--- src/rtl/mem_port_arbiter_pkg.sv ---
// Purpose : shared processor definitions for the memory port arbiter.
// Latency : n/a (types and constants only).
// Backpressure: n/a.
package mem_port_arbiter_pkg;

   // Requester ids; the value doubles as the rsel encoding.
   typedef enum logic [1:0] {
      ARB_DATA  = 2'd0,
      ARB_FETCH = 2'd1,
      ARB_HOST  = 2'd2
   } arb_src_t;

   typedef enum logic {
      ARB_IDLE   = 1'b0,
      ARB_LOCKED = 1'b1
   } arb_state_t;

   // Cycles the host may be refused before it jumps the priority order.
   localparam int ARB_STARVE_LIMIT = 8;
   localparam int ARB_STARVE_W     = $clog2(ARB_STARVE_LIMIT + 1);

endpackage

--- src/rtl/mem_port_arbiter_starve_counter.sv ---
// Purpose : counts consecutive cycles the host is kept waiting.
// Latency : starved is registered; reflects history up to the previous cycle.
// Backpressure: none; observes h_req/h_gnt only.
//
// Ports: clock, reset (sync, active-high), h_req, h_gnt in; starved out
// (high once the count has saturated at ARB_STARVE_LIMIT).
module arb_starve_counter
   import mem_port_arbiter_pkg::*;
(
   input  logic clock,
   input  logic reset,
   input  logic h_req,
   input  logic h_gnt,
   output logic starved
);

   localparam logic [ARB_STARVE_W-1:0] LIMIT = ARB_STARVE_W'(ARB_STARVE_LIMIT);

   logic [ARB_STARVE_W-1:0] count;

   always_ff @(posedge clock) begin
      if (reset || !h_req || h_gnt) begin
         count <= '0;
      end else if (count != LIMIT) begin
         count <= count + 1'b1;
      end
   end

   assign starved = (count == LIMIT);

endmodule

--- src/rtl/mem_port_arbiter.sv ---
// Purpose : arbitrates data, fetch and host requesters onto one sync RAM port.
// Latency : grant combinational with req; read data valid one cycle after grant.
// Backpressure: losing requesters hold req until gnt; data may lock the port.
//
// Ports: clock, reset (sync, active-high); d_* data-stage request with lock,
// f_* fetch read request, h_* host request; *_gnt same-cycle grants;
// rvalid/rsel/rdata return path; mem_* single-port RAM interface.
// Build option: MEM_ARB_HOST_EN enables host arbitration and its starvation
// guard; without it the host ports remain but h_gnt is tied low.
module mem_port_arbiter
   import mem_port_arbiter_pkg::*;
#(
   parameter int ADDR_SIZE = 18,
   parameter int WORD_SIZE = 18
)
(
   input  logic                 clock,
   input  logic                 reset,
   input  logic                 d_req,
   input  logic                 d_we,
   input  logic                 d_lock,
   input  logic [ADDR_SIZE-1:0] d_addr,
   input  logic [WORD_SIZE-1:0] d_wdata,
   output logic                 d_gnt,
   input  logic                 f_req,
   input  logic [ADDR_SIZE-1:0] f_addr,
   output logic                 f_gnt,
   input  logic                 h_req,
   input  logic                 h_we,
   input  logic [ADDR_SIZE-1:0] h_addr,
   input  logic [WORD_SIZE-1:0] h_wdata,
   output logic                 h_gnt,
   output logic                 rvalid,
   output logic [1:0]           rsel,
   output logic [WORD_SIZE-1:0] rdata,
   output logic [ADDR_SIZE-1:0] mem_addr,
   output logic                 mem_we,
   output logic [WORD_SIZE-1:0] mem_wdata,
   input  logic [WORD_SIZE-1:0] mem_rdata
);

   arb_state_t state, state_nxt;
   arb_src_t   win_src;
   arb_src_t   rsel_q;
   logic       rvalid_q;
   logic       rd_grant;
   logic       host_starved;

`ifdef MEM_ARB_HOST_EN
   localparam bit HOST_EN = 1'b1;

   arb_starve_counter u_starve (
      .clock   (clock),
      .reset   (reset),
      .h_req   (h_req),
      .h_gnt   (h_gnt),
      .starved (host_starved)
   );
`else
   localparam bit HOST_EN = 1'b0;

   assign host_starved = 1'b0;
`endif

   // Grant selection and lock FSM. Nothing is granted while reset is high.
   always_comb begin
      d_gnt     = 1'b0;
      f_gnt     = 1'b0;
      h_gnt     = 1'b0;
      state_nxt = state;
      if (!reset) begin
         case (state)
            ARB_IDLE: begin
               // A starved host (which is still requesting, since requesters
               // hold until granted) overrides the normal order.
               if (HOST_EN && h_req && host_starved) h_gnt = 1'b1;
               else if (d_req)                       d_gnt = 1'b1;
               else if (f_req)                       f_gnt = 1'b1;
               else if (HOST_EN && h_req)            h_gnt = 1'b1;
            end
            ARB_LOCKED: begin
               // Lock is never broken by starvation; only data proceeds.
               d_gnt = d_req;
            end
            default: ;
         endcase
         if (d_gnt) state_nxt = d_lock ? ARB_LOCKED : ARB_IDLE;
      end
   end

   // RAM port mux from the winner; idle port performs no write.
   always_comb begin
      mem_we    = 1'b0;
      mem_addr  = '0;
      mem_wdata = '0;
      win_src   = ARB_DATA;
      if (d_gnt) begin
         mem_we    = d_we;
         mem_addr  = d_addr;
         mem_wdata = d_wdata;
         win_src   = ARB_DATA;
      end else if (f_gnt) begin
         mem_addr  = f_addr;
         win_src   = ARB_FETCH;
      end else if (h_gnt) begin
         mem_we    = h_we;
         mem_addr  = h_addr;
         mem_wdata = h_wdata;
         win_src   = ARB_HOST;
      end
   end

   assign rd_grant = (d_gnt | f_gnt | h_gnt) & ~mem_we;

   always_ff @(posedge clock) begin
      if (reset) begin
         state    <= ARB_IDLE;
         rvalid_q <= 1'b0;
         rsel_q   <= ARB_DATA;
      end else begin
         state    <= state_nxt;
         rvalid_q <= rd_grant;
         if (rd_grant) rsel_q <= win_src;
      end
   end

   assign rvalid = rvalid_q;
   assign rsel   = rsel_q;
   assign rdata  = mem_rdata;

endmodule

--- config.mk ---
export PLATFORM = sky130hd
export DESIGN_NAME = mem_port_arbiter
export DESIGN_NICKNAME = d
export VERILOG_FILES = /design/src/rtl/mem_port_arbiter_pkg.sv /design/src/rtl/mem_port_arbiter_starve_counter.sv /design/src/rtl/mem_port_arbiter.sv
export SDC_FILE = /design/constraint.sdc
export NUM_CORES = 1
export LEC_CHECK = 0
export BUFFER_PORTS_ARGS = -buffer_cell sky130_fd_sc_hd__buf_2
export CAP_MARGIN = 20
export CORE_AREA = 3 3 68 70
export CTS_BUF_LIST = sky130_fd_sc_hd__clkbuf_4 sky130_fd_sc_hd__clkbuf_8
export DETAILED_ROUTE_END_ITERATION = 16
export DIE_AREA = 0 0 71 73
export PLACE_DENSITY = 0.72
export SYNTH_ARGS = -nofsm -noshare
export SYNTH_HDL_FRONTEND = slang
export SYNTH_SLANG_ARGS = --single-unit
--- constraint.sdc ---
create_clock -name clock -period 2.1 [get_ports clock]
set_input_delay 0.105 -clock clock [delete_from_list [all_inputs] [get_ports clock]]
set_output_delay 0.105 -clock clock [all_outputs]
set_load 0.01 [all_outputs]
### Word level (Yosys, flattened, before mapping)

Cells that the tools add are included.

| word-level totals | value |
|---|---|
| flip-flop bits (word level) | 4 |

| operators by class | value |
|---|---|
| bitwise gates (word level) | 4 |
| muxes and demuxes | 15 |

Operator list:

| kind | count |
|---|---|
| two-way mux 18 bit | 3 |
| two-way mux 1 bit | 11 |
| inverter 1 bit | 2 |
| one-hot mux 1 bit (2 select lines) | 1 |
| AND 1 bit | 1 |
| OR 1 bit | 1 |

### Logic depth before layout (Yosys ltp)

| depth | value |
|---|---|
| depth after elaboration | 7 |
| depth in mapped cells | 5 |

### Worst setup path before layout

OpenSTA, ideal clock, no wires.

| timing path | value |
|---|---|
| path type | register -> output |
| start | register state |
| end | output f_gnt |
| path buffers | 2 |
| data required time | 1.995 ns |
| arrival | 1.010 ns |
| path slack | 0.985 ns |
| stages on the path, launching flop included | 5 |
| cell sequence | dfxtp_1 nor2b_2 buf_4 buf_6 nor3b_1 |

| on the way | value |
|---|---|
| word-level cells in the longest chain between the ends | 2 |

RTL lines:

| item | RTL line | RTL |
|---|---|---|
| start: declaration | mem_port_arbiter.sv:42 | `arb_state_t state, state_nxt;` |
| start signal: assignment | mem_port_arbiter.sv:121 | `state <= state_nxt;` |
| two-way mux 1 bit | mem_port_arbiter.sv:72 | `case (state)` |
| two-way mux 1 bit | mem_port_arbiter.sv:71 | `if (!reset) begin` |
| end: declaration | mem_port_arbiter.sv:27 | `output logic f_gnt,` |

No other way between the ends.

### Final worst setup path

| timing path | value |
|---|---|
| start | input reset |
| end | output mem_wdata[10] |

| on the way | value |
|---|---|
| word-level cells in the longest chain between the ends | 2 |

RTL lines:

| item | RTL line | RTL |
|---|---|---|
| start: declaration | mem_port_arbiter.sv:18 | `input logic reset,` |
| two-way mux 1 bit | mem_port_arbiter.sv:71 |  |
| two-way mux 18 bit | mem_port_arbiter.sv:97 | `if (d_gnt) begin` |
| end: declaration | mem_port_arbiter.sv:38 | `output logic [WORD_SIZE-1:0] mem_wdata,` |

No other way between the ends.

==> results.json <==
{
  "status": "completed",
  "worst_pin_slew_ps": 854,
  "wl_per_cell_um": 10.7,
  "ios": 177,
  "diodes": 0,
  "clock_path_buffers": 2,
  "power.density_nw_per_um2": 367,
  "synth-compound-area-share_pct": 13.4,
  "fmax_mhz": 651,
  "cp_slowest_stage_delay_ps": 720,
  "start_util_pct": 18.5,
  "drv_slew": 0,
  "fin_cells": 244,
  "drt-initial-drc-count": 19,
  "synth-simple-area-share_pct": 48.8,
  "p_leak_nw": 0.675,
  "via_count": 987,
  "synthMuxAreaShare_pct": 1.34,
  "ir_drop_mv": 0.0965,
  "synth_top_area_share_pct": 21.1,
  "syn_avg_cell_area_sq_um": 6.37,
  "hold_viol": 0,
  "grt_pass1_wl_um": 3620,
  "syn_inst": 117,
  "critPathKind": "in -> out",
  "fin_skew_ps": 1.45,
  "cp-end-kind": "output port",
  "crit_fanout": 23,
  "clkTransAtPathRegs_ps": 30,
  "port_buffers": 100,
  "synthTopCellsByArea": "buf_4 (21%), nand3b_1 (18%), and2_1 (16%), a21oi_1 (13%), nand2_1 (9.6%)",
  "hpwl_um": 2070,
  "synth_fa_ha_area_share_pct": 0,
  "hold_buffers": 0,
  "die_w_um": 71,
  "setup_viol": 0,
  "post_cts_resized": 0,
  "syn_area_sq_um": 746,
  "overflow": 0,
  "design.core.area_sq_um": 4030,
  "gp_routability_congestion": 0.689,
  "dp.cells": 240,
  "die_h_um": 73,
  "max-cap-violations": 0,
  "place_area_sq_um": 1120,
  "area_delta_synth_final_pct": 56.7,
  "drive_gt1_share_pct": 55.2,
  "yosys.area_share.xor_xnor_pct": 0,
  "ant_nets": 0,
  "critPathSlowestCell": "nor2b_1",
  "drcViolationCount": 0,
  "grt_setup_unrepaired": "false",
  "yosys_register_bits": 3,
  "antenna_found_initial": 0,
  "cpLargestDelayFamily": "simple AND/OR/NAND/NOR gates",
  "cts_tree": "yes",
  "cts_setup_buffers": 0,
  "arrival_ps": 1430,
  "hp-class": "in -> reg",
  "setup_tns_ps": 0,
  "track_usage_pct": 8.47,
  "dr.pass1.iters": 5,
  "synth_area_leader_cell": "buf_4",
  "fin_crit_ps": 1540,
  "cts_made_buffers": 3,
  "grt_max_degree": 41,
  "wl_um": 2610,
  "clk_latency_ps": 220,
  "yosysUniqueCellTypes": 18,
  "cts.htree.levels": 1,
  "cp.required_ps": 2000,
  "ff2ff_setup_slack_ps": 1160,
  "fp.dieArea_sq_um": 5180,
  "crit_path_start_kind": "input pin",
  "yosysSeqAreaShare_pct": 8.05,
  "numClockSinks": 3,
  "path_buf_inv": 2,
  "rows": 23,
  "grt_pass1_vias": 798,
  "fin_nets": 311,
  "via_per_inst": 4.05,
  "worst_slew_margin_rel_pct": 42.9,
  "synth_warnings": 0,
  "cp_common_cell": "buf_2",
  "crit_chain": "buf_2, nor2b_1, and2_1, buf_2",
  "root_buffer": "clkbuf_8",
  "post-route-period-util_pct": 73.1,
  "final_area_sq_um": 1170,
  "synth_top_family_by_area": "simple AND/OR/NAND/NOR gates"
}
==> per-stage QoR <==
stage          worst slack, ps  utilization, %  total power (W)  hold slack [ps]
6_report                   564            29.0         0.000429              134
5_1_grt                    352            29.0         0.000460              156
4_1_cts                    505            29.0         0.000437              131
3_5_place_dp               510            27.8         0.000252              210
3_3_place_gp               579            27.8         0.000249              210
2_1_floorplan              985               -         0.000198              174
==> power breakdown <==
part | switching, W | total, W | internal [W] | leakage [nW]
Combinational | 0.0000918 | 0.000187 | 0.0000951 | 0.624
Clock | 0.0000375 | 0.000180 | 0.000142 | 0.0262
Sequential | 0.00000142 | 0.0000625 | 0.0000611 | 0.0248
==> registers in the layout, summed over array words and instances (netlist names) <==
register	cells
state	1
rvalid	1
rsel	1
==> synthesized netlist by cell type <==
library cell,number
nor2b_1,1
mux2i_1,1
buf_2,3
and2_1,19
buf_4,21
nand3b_1,18
a21oi_1,20
nor3b_1,1
clkbuf_1,3
nor2_1,1
nand2_1,19
dfxtp_1,3
nand2b_1,2
clkbuf_4,1
clkbuf_2,1
nor2b_2,1
buf_6,1
conb_1,1
==> worst paths after layout <==
kind	from	to	cells after the start
max	reset	mem_wdata[10]	4
min	d_lock	state	3
max reg2reg	state	rsel[0]	4
min reg2reg	rsel[0]	rsel[0]	2
==> cells by family (layout without fill, tap and decap cells) <==
| logic type | after synthesis | in the layout |
|---|---|---|
| and+or+nand+nor | 62 | 62 |
| muxes | 1 | 1 |
| DFF | 3 | 3 |
| other | 1 | 2 |
| AOI/OAI and AO/OA | 20 | 20 |
| buffers and inverters | 30 | 106 |
==> cells in the final DEF, fill, tap and decap left out <==
cell type  count
a21oi_1       20
nor2_1         1
nand2_1       19
buf_2        100
clkbuf_4       1
nand3b_1      18
buf_4          2
nand2b_1       2
clkbuf_8       3
mux2i_1        1
dfxtp_1        3
nor2b_1        1
and2_1        19
conb_1         2
nor2b_2        1
nor3b_1        1
==> worst min-delay path, stage by stage <==
cell,delay [ps]
buf_2,80
mux2i_1,60
nor2_1,70
==> metal layers <==
metal / vias to the layer above / share of wire (%) / global-route usage, %
li1: 514 / - / -
met1: 430 / 38 / 9.84
met2: 41 / 54 / 15.3
met3: 2 / 7.2 / 1.52
met4: 0 / 0.69 / 3.34
met5: - / 0 / 0
==> area by class of cell <==
type                            instances  area, sq um
Timing Repair Buffer                  102          515
Clock buffer                            4         48.8
Multi-Input combinational cell         85          482
Fill cell                             457         2860
Sequential cell                         3         60.1
Tap cell                               50         62.6
(Power assumes the default switching activity.)
